===== config.mk =====
export PLATFORM = sky130hd
export DESIGN_NAME = instr_fetch
export DESIGN_NICKNAME = d
export VERILOG_FILES = /design/src/rtl/instr_fetch_pkg.sv /design/src/rtl/instr_fetch_queue.sv /design/src/rtl/instr_fetch.sv
export SDC_FILE = /design/constraint.sdc
export NUM_CORES = 2
export LEC_CHECK = 0
export ABC_AREA = 1
export ABC_CLOCK_PERIOD_IN_PS = 13800
export CORE_MARGIN = 2
export CORE_UTILIZATION = 66
export CTS_CLUSTER_DIAMETER = 60
export CTS_CLUSTER_SIZE = 30
export DETAILED_ROUTE_END_ITERATION = 7
export PLACE_DENSITY = 0.85
export SETUP_SLACK_MARGIN = 0.3
export SYNTH_ARGS = -nofsm -noshare
export SYNTH_HDL_FRONTEND = slang
export SYNTH_SLANG_ARGS = --single-unit
export TNS_END_PERCENT = 10

===== constraint.sdc =====
create_clock -name clk -period 13.8 [get_ports clk]
set_input_delay 2.07 -clock clk [delete_from_list [all_inputs] [get_ports clk]]
set_output_delay 2.07 -clock clk [all_outputs]
set_load 0.02 [all_outputs]

===== src/rtl/instr_fetch_pkg.sv =====
// Shared definitions for the fetch stage: widths, opcodes, queue entry layout
// and the J/B immediate decoders used by next-PC prediction.
package instr_fetch_pkg;

    localparam int ADDR_WIDTH  = 32;
    localparam int INSTR_WIDTH = 32;

    localparam logic [6:0] OPC_JAL    = 7'b1101111;
    localparam logic [6:0] OPC_JALR   = 7'b1100111;
    localparam logic [6:0] OPC_BRANCH = 7'b1100011;

    typedef struct packed {
        logic [INSTR_WIDTH-1:0] instr;
        logic [ADDR_WIDTH-1:0]  pc;
        logic                   pred_taken;
        logic [ADDR_WIDTH-1:0]  pred_pc;
    } iq_entry_t;

    localparam int IQ_ENTRY_W = $bits(iq_entry_t);

    function automatic logic [ADDR_WIDTH-1:0] imm_j(input logic [INSTR_WIDTH-1:0] ins);
        return {{11{ins[31]}}, ins[31], ins[19:12], ins[20], ins[30:21], 1'b0};
    endfunction

    function automatic logic [ADDR_WIDTH-1:0] imm_b(input logic [INSTR_WIDTH-1:0] ins);
        return {{19{ins[31]}}, ins[31], ins[7], ins[30:25], ins[11:8], 1'b0};
    endfunction

endpackage


===== src/rtl/instr_fetch_queue.sv =====
// instr_queue: synchronous FIFO with flush, frozen when en_i is low.
// The head entry is kept in registers so outputs never come straight off the array.
module instr_queue #(
    parameter int DEPTH = 16,
    parameter int WIDTH = 32
) (
    input  logic             clk,
    input  logic             rst_in,
    input  logic             en_i,
    input  logic             flush_i,
    input  logic             push_i,
    input  logic [WIDTH-1:0] push_data_i,
    input  logic             pop_i,
    output logic             full_o,
    output logic             head_valid_o,
    output logic [WIDTH-1:0] head_data_o
);
    localparam int PTR_W = $clog2(DEPTH);
    localparam int CNT_W = PTR_W + 1;

    logic [WIDTH-1:0] mem_q [DEPTH];
    logic [PTR_W-1:0] head_q, head_d, tail_q, tail_d;
    logic [CNT_W-1:0] count_q, count_d;
    logic             head_valid_q, head_valid_d;
    logic [WIDTH-1:0] head_data_q, head_data_d;
    logic             do_push, do_pop;

    always_comb begin
        full_o       = (count_q == CNT_W'(DEPTH));
        do_push      = push_i && !full_o && !flush_i;
        do_pop       = pop_i && head_valid_q && !flush_i;
        head_d       = head_q + PTR_W'(do_pop);
        tail_d       = tail_q + PTR_W'(do_push);
        count_d      = count_q + CNT_W'(do_push) - CNT_W'(do_pop);
        head_valid_d = (count_d != '0);
        head_data_d  = '0;
        if (flush_i) begin
            head_d       = '0;
            tail_d       = '0;
            count_d      = '0;
            head_valid_d = 1'b0;
        end else if (count_d != '0) begin
            // A push into an otherwise-empty queue bypasses the array into the head.
            if (do_push && (tail_q == head_d))
                head_data_d = push_data_i;
            else
                head_data_d = mem_q[head_d];
        end
    end

    always_ff @(posedge clk) begin
        if (rst_in) begin
            head_q       <= '0;
            tail_q       <= '0;
            count_q      <= '0;
            head_valid_q <= 1'b0;
            head_data_q  <= '0;
        end else if (en_i) begin
            head_q       <= head_d;
            tail_q       <= tail_d;
            count_q      <= count_d;
            head_valid_q <= head_valid_d;
            head_data_q  <= head_data_d;
        end
    end

    always_ff @(posedge clk) begin
        if (!rst_in && en_i && do_push)
            mem_q[tail_q] <= push_data_i;
    end

    assign head_valid_o = head_valid_q;
    assign head_data_o  = head_data_q;

endmodule


===== src/rtl/instr_fetch.sv =====
// Fetch stage: PC register, next-PC prediction and the instruction queue.
// Define IF_BHT_EN to predict conditional branches with a 2-bit counter table.
module instr_fetch
    import instr_fetch_pkg::*;
#(
    parameter int IQ_DEPTH    = 16,
    parameter int BHT_ENTRIES = 256
) (
    input  logic        clk,
    input  logic        rst_in,
    input  logic        rdy_in,
    input  logic        roll_back,
    input  logic [31:0] rb_pc,
    output logic [31:0] if_ain,
    input  logic        if_instr_out_en,
    input  logic [31:0] if_instr_out,
    output logic        iq_out_valid,
    input  logic        iq_out_ready,
    output logic [31:0] iq_out_instr,
    output logic [31:0] iq_out_pc,
    output logic        iq_out_pred_taken,
    output logic [31:0] iq_out_pred_pc,
    input  logic        bht_upd_en,
    input  logic [31:0] bht_upd_pc,
    input  logic        bht_upd_taken
);
    localparam int BHT_IDX_W = $clog2(BHT_ENTRIES);

    logic [ADDR_WIDTH-1:0] pc_q, pc_d;
    logic [ADDR_WIDTH-1:0] pred_pc, b_imm;
    logic                  pred_taken, branch_taken, iq_full, push_ok;
    logic [BHT_IDX_W-1:0]  bht_upd_idx;
    iq_entry_t             push_entry, head_entry;

    assign bht_upd_idx = bht_upd_pc[BHT_IDX_W+1:2];
    assign b_imm       = imm_b(if_instr_out);
    wire unused_upd_pc = ^{bht_upd_pc[31:BHT_IDX_W+2], bht_upd_pc[1:0]};

`ifdef IF_BHT_EN
    logic [1:0] bht_q [BHT_ENTRIES];

    // Lookup reads the pre-update counter when both hit the same entry.
    assign branch_taken = bht_q[pc_q[BHT_IDX_W+1:2]][1];

    always_ff @(posedge clk) begin
        if (rst_in) begin
            for (int i = 0; i < BHT_ENTRIES; i++) bht_q[i] <= 2'b01;
        end else if (rdy_in && bht_upd_en) begin
            if (bht_upd_taken && (bht_q[bht_upd_idx] != 2'b11))
                bht_q[bht_upd_idx] <= bht_q[bht_upd_idx] + 2'd1;
            else if (!bht_upd_taken && (bht_q[bht_upd_idx] != 2'b00))
                bht_q[bht_upd_idx] <= bht_q[bht_upd_idx] - 2'd1;
        end
    end
`else
    // Backward branches taken, forward branches not taken.
    assign branch_taken = b_imm[31];
    wire unused_bht_off = ^{bht_upd_en, bht_upd_taken, bht_upd_idx};
`endif

    always_comb begin
        pred_taken = 1'b0;
        pred_pc    = pc_q + 32'd4;
        case (if_instr_out[6:0])
            OPC_JAL: begin
                pred_taken = 1'b1;
                pred_pc    = pc_q + imm_j(if_instr_out);
            end
            OPC_BRANCH: begin
                pred_taken = branch_taken;
                if (branch_taken) pred_pc = pc_q + b_imm;
            end
            OPC_JALR: begin
                pred_taken = 1'b0;
            end
            default: begin
                pred_taken = 1'b0;
            end
        endcase
    end

    assign push_ok    = if_instr_out_en && !iq_full && !roll_back;
    assign push_entry = '{instr: if_instr_out, pc: pc_q, pred_taken: pred_taken, pred_pc: pred_pc};

    always_comb begin
        pc_d = pc_q;
        if (roll_back)    pc_d = rb_pc;
        else if (push_ok) pc_d = pred_pc;
    end

    always_ff @(posedge clk) begin
        if (rst_in)      pc_q <= '0;
        else if (rdy_in) pc_q <= pc_d;
    end

    logic [IQ_ENTRY_W-1:0] head_bits;

    instr_queue #(
        .DEPTH (IQ_DEPTH),
        .WIDTH (IQ_ENTRY_W)
    ) u_iq (
        .clk          (clk),
        .rst_in       (rst_in),
        .en_i         (rdy_in),
        .flush_i      (roll_back),
        .push_i       (if_instr_out_en),
        .push_data_i  (push_entry),
        .pop_i        (iq_out_ready),
        .full_o       (iq_full),
        .head_valid_o (iq_out_valid),
        .head_data_o  (head_bits)
    );

    assign head_entry        = iq_entry_t'(head_bits);
    assign if_ain            = pc_q;
    assign iq_out_instr      = head_entry.instr;
    assign iq_out_pc         = head_entry.pc;
    assign iq_out_pred_taken = head_entry.pred_taken;
    assign iq_out_pred_pc    = head_entry.pred_pc;

endmodule


# == Word level (Yosys, flattened, before mapping) ==
# Memory sizes are Yosys's and may differ from the RTL's.
# Cells that the tools add are included.
# word_totals
latchBits,0
ramBits,1552
regBits,143
in_bits,104
word_cells,45
out_inout_bits,130
n_memories,1
rom_bits,0
# mem_list
name,depth,word_bits,read_ports,rd_clocked_by_memory_dff,write_ports,line,text
u_iq.mem_q,16,97,1,0,1,instr_fetch_queue.sv:21,logic [WIDTH-1:0] mem_q [DEPTH];
# classes
n_shift,0
order_cmp,0
n_mul,0
mux,14
add_sub_neg,7
bitwise,0
reduce_logical,13
eq_ne,4
div_mod_pow,0
# ops
op,n
97-bit 2-to-1 mux,3
32-bit 2-to-1 mux,3
32-bit adder,2
32-bit one-hot mux with 2 select lines,1
32-bit by 3-bit adder with 32-bit output (second input constant),1
7-bit equality test (second input constant),2
4-bit by 1-bit adder with 4-bit output,2
4-bit 2-to-1 mux,2
1-bit logical AND,7
5-bit by 1-bit adder with 5-bit output,1
5-bit equality test (second input constant),1
5-bit 2-to-1 mux,1
5-bit nonzero test,1
5-bit by 1-bit subtractor with 5-bit output,1
4-bit equality test,1
1-bit zero test,3
1-bit 2-to-1 mux,3
1-bit one-hot mux with 2 select lines,1
2-bit AND reduction,1
2-bit nonzero test,1

# == Logic depth before layout (Yosys ltp) ==
# logic_depth
ltp_word,9
depth_mapped,19
ltp_nobuf,19

# == Cells and area by module ==
# Synthesis repeated with hierarchy kept, for this count alone.
# unflattened
cells_unflattened,7163
area_unflattened_um2,73958.4
# modules_own_cells
module,area_each_um2,n_inst,cells_per_inst,seq_area_each_um2
instr_queue,66921.7,1,5792,48826.8
instr_fetch,7036.7,1,1371,640.6

# == Worst setup path after synthesis ==
# Ideal clock, no wire load.
# synth_path
path_kind,in2reg
from,input roll_back
to,memory u_iq.mem_q[0][10] (netlist name) (enable)
path_slack_ns,6.319
t_required_ns,13.248
path_buffers,1
path_stages,6
t_arrival_ns,6.929
setup_time_ns,0.552
path_cell_list,clkbuf_1 clkinv_1 nand2_1 nor3_1 nand3_1 nor2_1
# synth_via
elab_chain_cells,5
# synth_rtl
item,line,text
start: declaration,instr_fetch.sv:12,"input logic roll_back,"
1-bit zero test,instr_fetch_queue.sv:30,do_push = push_i && !full_o && !flush_i;
1-bit logical AND,instr_fetch_queue.sv:30,
1-bit logical AND,instr_fetch_queue.sv:68,if (!rst_in && en_i && do_push)
1-bit 2-to-1 mux,instr_fetch_queue.sv:68,
1-bit 2-to-1 mux (not written as such),instr_fetch_queue.sv:69,mem_q[tail_q] <= push_data_i;
end: declaration,instr_fetch_queue.sv:21,
# Every way passes these cells.

# == Worst setup path in the final report ==
# layout_path
from,input roll_back
to,register u_iq.head_data_q[52] (netlist: u_iq.head_data_o[52])
# layout_via
elab_chain_cells,8
word_cells_on_any_way,13
cone_classes,add/sub: 3; eq/ne: 1; mux: 3; reduce/logical: 5; memory: 1
# layout_rtl
item,line,text
"parallel branches: the longest is 7 deep, another holds 5-bit by 1-bit adder with 5-bit output",--,
97-bit 2-to-1 mux (*),instr_fetch_queue.sv:37,if (flush_i) begin
end signal: assignment,instr_fetch_queue.sv:63,head_data_q <= head_data_d;
end: declaration,instr_fetch_queue.sv:25,"logic [WIDTH-1:0] head_data_q, head_data_d;"
# Mark *: on every way between the ends.
# A chain may end at the register's enable or synchronous reset.

==> implementation parameters <==
Parameter                              Value

Logic synthesis
  Number of synthesized register bits    1678
  Sequential cell area fraction in the yosys report    0.6856
  Synthesized instance count    6301
  Most instantiated cells after synthesis    nand2_1 (1894), edfxtp_1 (1536), a21oi_1 (910), nand3_1 (235), inv_1 (228)
  Syn_nets    6462
  Biggest area consumer among synthesized cells    edfxtp_1
  Top cells by area in the synthesized netlist    edfxtp_1 (65%), nand2_1 (10%), a21oi_1 (6.4%)
  Netlist area before placement    71420 um2
  Yosys warning count    0
  Share of the synthesized area in the top cell type    0.6458
  Share of async-settable or async-resettable flops after synthesis    0
  Most frequent cell after synthesis    nand2_1
  Syn avg cell area    11.34 um2
  Flip-flop cell with the highest count after synthesis    edfxtp_1
  Post-synth EDFFs    1536
  Count of unique library cells instantiated by Yosys    50

Clocking
  Number of setup buffers added after CTS    0
  Total of cells resized after clock tree synthesis    0
  Level count of the clock H-tree    3
  Buffer levels on the longest clock path    3
  Clock Tree Root    clkbuf_16
  TritonCTS clock tree    built
  Clock latency reported for the late side of the worst-skew pair    760 ps
  Number of sinks driven by the clock tree    1678
  Clock transition at the register clock pins on the worst setup and hold paths after CTS    90 ps
  Number of buffers inserted during clock tree synthesis    103
  Number of buffers inserted by hold repair at cts    0

Cells and area
  Final core occ    0.7322
  Synthesis-to-finish area growth    9.892%
  Final non-filler cell area    78490 um2
  Layout cell share with drive strength beyond 1    0.05702
  Net count of the finished layout    6490

Timing
  Setup Skew    60.11 ps
  Tcrit/Tclk final    0.5323
  Unrepaired setup endpoints after global routing    false
  Post-layout min period    7345 ps
  Max Slew Vio Count    0
  Total negative setup slack    0 ps
  Number of endpoints with negative hold slack in the final report    0
  Maximum operating frequency    136.1 MHz
  Worst slew slack as a fraction of its limit    0.1503
  Transition at the pin with the smallest max-transition slack    1269 ps
  Setup-failing EPs final    0

Placed design
  HPWL after DPL    118800 um
  Placed instance area    74630 um2
  Final RePlAce weighted congestion    0.9981
  IO Port Bufs    199

Routing
  Number of vias in the routed layout    52730
  Violation count after the first detailed-route iteration    8864
  Aggregate routed wire length    212200 um
  TritonRoute pass-1 iters    8
  Avg Vias per Cell    6.740
  DRC Markers    0
  Count of antenna-violating nets left after detailed routing    0
  Average wire length per cell after detail routing    27.13 um

Floorplan
  Floorplan die width    333.0 um
  Cell Rows    120
  Starting utilization of the core area    0.6663
  Core area    107200 um2
  Boundary Pins    234
  Vert. Die Dim    333.0 um
  Area of the die    110900 um2

Global routing
  Met1 Track Usage GR    0.5103
  Global-route met2 utilization    0.5865
  Largest net degree at the start of global routing    196
  Leftover overflow at the end of global routing    0
  Total Routing Usage GR    0.3750
  Global routing usage on met3    0.06442
  Busiest layer in global routing    met2
  Antenna violations before repair    5
  Via count of the first global-routing pass    50110
  First-pass GRT wire length    309700 um

Status
  Run status    finished clean

Pwr
  Switching power of the nets    2.365 mW
  Total power    9.811 mW
  Sw frac    0.2411
  Power density over the cells    125.0 nW/um2
  Total internal power    7.446 mW
  Share of power burned in the clock network    0.363
  Gate power share    0.066
  Peak supply drop    0.1591 mV
  Static leakage    28.37 nW
  Fraction of power consumed by sequential logic    0.571

Setup path
  Startpoint type of the worst setup path    input port
  Ordered cell list for the critical path    clkdlybuf4s50_1, buf_4, nor2_1, ha_4, inv_8, buf_4, buf_4, buf_4, a21oi_1, a22oi_1, nand2_1, o311ai_0, nand3_1, o21ai_1, nand2_1, a21oi_1
  Worst path most repeated cell    buf_4
  CP startpoint    roll_back
  Peak per-stage delay on the critical path    830 ps
  Worst endpoint required time    14470 ps
  Crit Path Max Fanout    143
  Worst setup path category    input port to flip-flop
  Crit path arrival time    8020 ps
  CP max stage cell    buf_4
  Beginning of the worst register-to-register path    u_iq.head_valid_o$_SDFFE_PP0P_
  Nature of the critical path endpoint    flip-flop

Worst hold path
  Hold path start    u_iq.head_data_o[69]$_SDFFE_PP0P_
  Worst hold-check path type    flip-flop to flip-flop

Run
  Number of max-cap violations    0
## path summary, 6_finish.rpt
| check | endpoint | slack (ps) | cells after the start |
|---|---|---|---|
| worst max-delay path | u_iq.head_data_o[52]$_SDFFE_PP0P_ | 6450 | 16 |
| worst min-delay path | u_iq.head_data_o[69]$_SDFFE_PP0P_ | 470 | 2 |
| worst max register to register | u_iq.head_data_o[52]$_SDFFE_PP0P_ | 8160 | 15 |
| worst min register to register | u_iq.head_data_o[69]$_SDFFE_PP0P_ | 470 | 2 |
## per-stage QoR
stage | hold WS, ps | setup slack [ps] | cells
finish | 468.3 | 6455 | 7823
global route | 488.9 | 6219 | 7823
CTS | 470.4 | 6670 | 7822
detailed placement | 457.2 | 5922 | 7627
global placement | 452.1 | 6073 | 7627
floorplan | 462.1 | 6319 | 6301
## metal layers
layer  wire (um)  vias up
li1            -    22800
met1       75040    25100
met2       98080     4080
met3       26970      745
met4       12100        6
met5          34        -
## power groups by stage
stage                     Clock (mW)  Sequential, mW  Combinational [mW]
after floorplan                    0            5.75               0.310
after global placement             0            5.72               0.614
after detailed placement           0            5.72               0.625
after CTS                       3.56            5.60               0.631
after global routing            3.73            5.60               0.689
final                           3.56            5.60               0.651
## final cells by class
type,instances,area [um2]
tap,1403,1755
antenna,1,2.502
sequential,1678,48970
clock buffer,116,2719
fill,6814,28710
clock inverter,79,1136
inverter,240,925.9
multi-input combinational,3982,20000
timing repair buffer,324,2989
## cells by family (layout without fill, tap and decap cells)
group	after synthesis	after routing	synth area share
and+or+nand+nor	2367	2367	0.1314
DFF	1678	1678	0.6856
AOI/OAI and AO/OA	1530	1530	0.1319
buffers and inverters	641	759	0.03731
adders and majority gates	57	57	0.01030
xor gates and xnor gates	28	28	0.003539
other	0	1	0
## worst max-delay path, delay by kind of cell
kind,cells,cell delay [ps]
fa+ha+maj,1,450
compound gates,5,850
buf+inv,6,3860
simple gates,4,520
## state kept, by name, summed over array words and instances (netlist names)
register	cells
u_iq.tail_q	4
if_ain	32
u_iq.count_q	5
u_iq.mem_q	1536
u_iq.head_data_o	96
u_iq.head_valid_o	1
u_iq.head_q	4
## layout by cell type (no fill, tap or decap), drive strengths merged, types with 4 or more instances in the layout
cell / netlist / final
clkinv: 5 / 33
clkinvlp: 0 / 4
a32o: 72 / 72
ha: 54 / 54
xor2: 25 / 25
o21bai: 6 / 6
a21o: 4 / 4
o211ai: 111 / 111
clkbuf: 196 / 116
a22oi: 135 / 135
a221oi: 9 / 9
edfxtp: 1536 / 1536
nand3: 235 / 235
nor3: 24 / 24
o31ai: 5 / 5
nand2: 1896 / 1896
buf: 205 / 127
nor4: 4 / 4
o311ai: 80 / 80
bufinv: 0 / 8
a221o: 76 / 76
inv: 235 / 274
nor2: 156 / 156
dfxtp: 142 / 142
or2: 15 / 15
clkdlybuf4s50: 0 / 197
a21oi: 910 / 910
nand4: 31 / 31
o21ai: 112 / 112
Note: power is estimated with default switching activity, not from simulation.
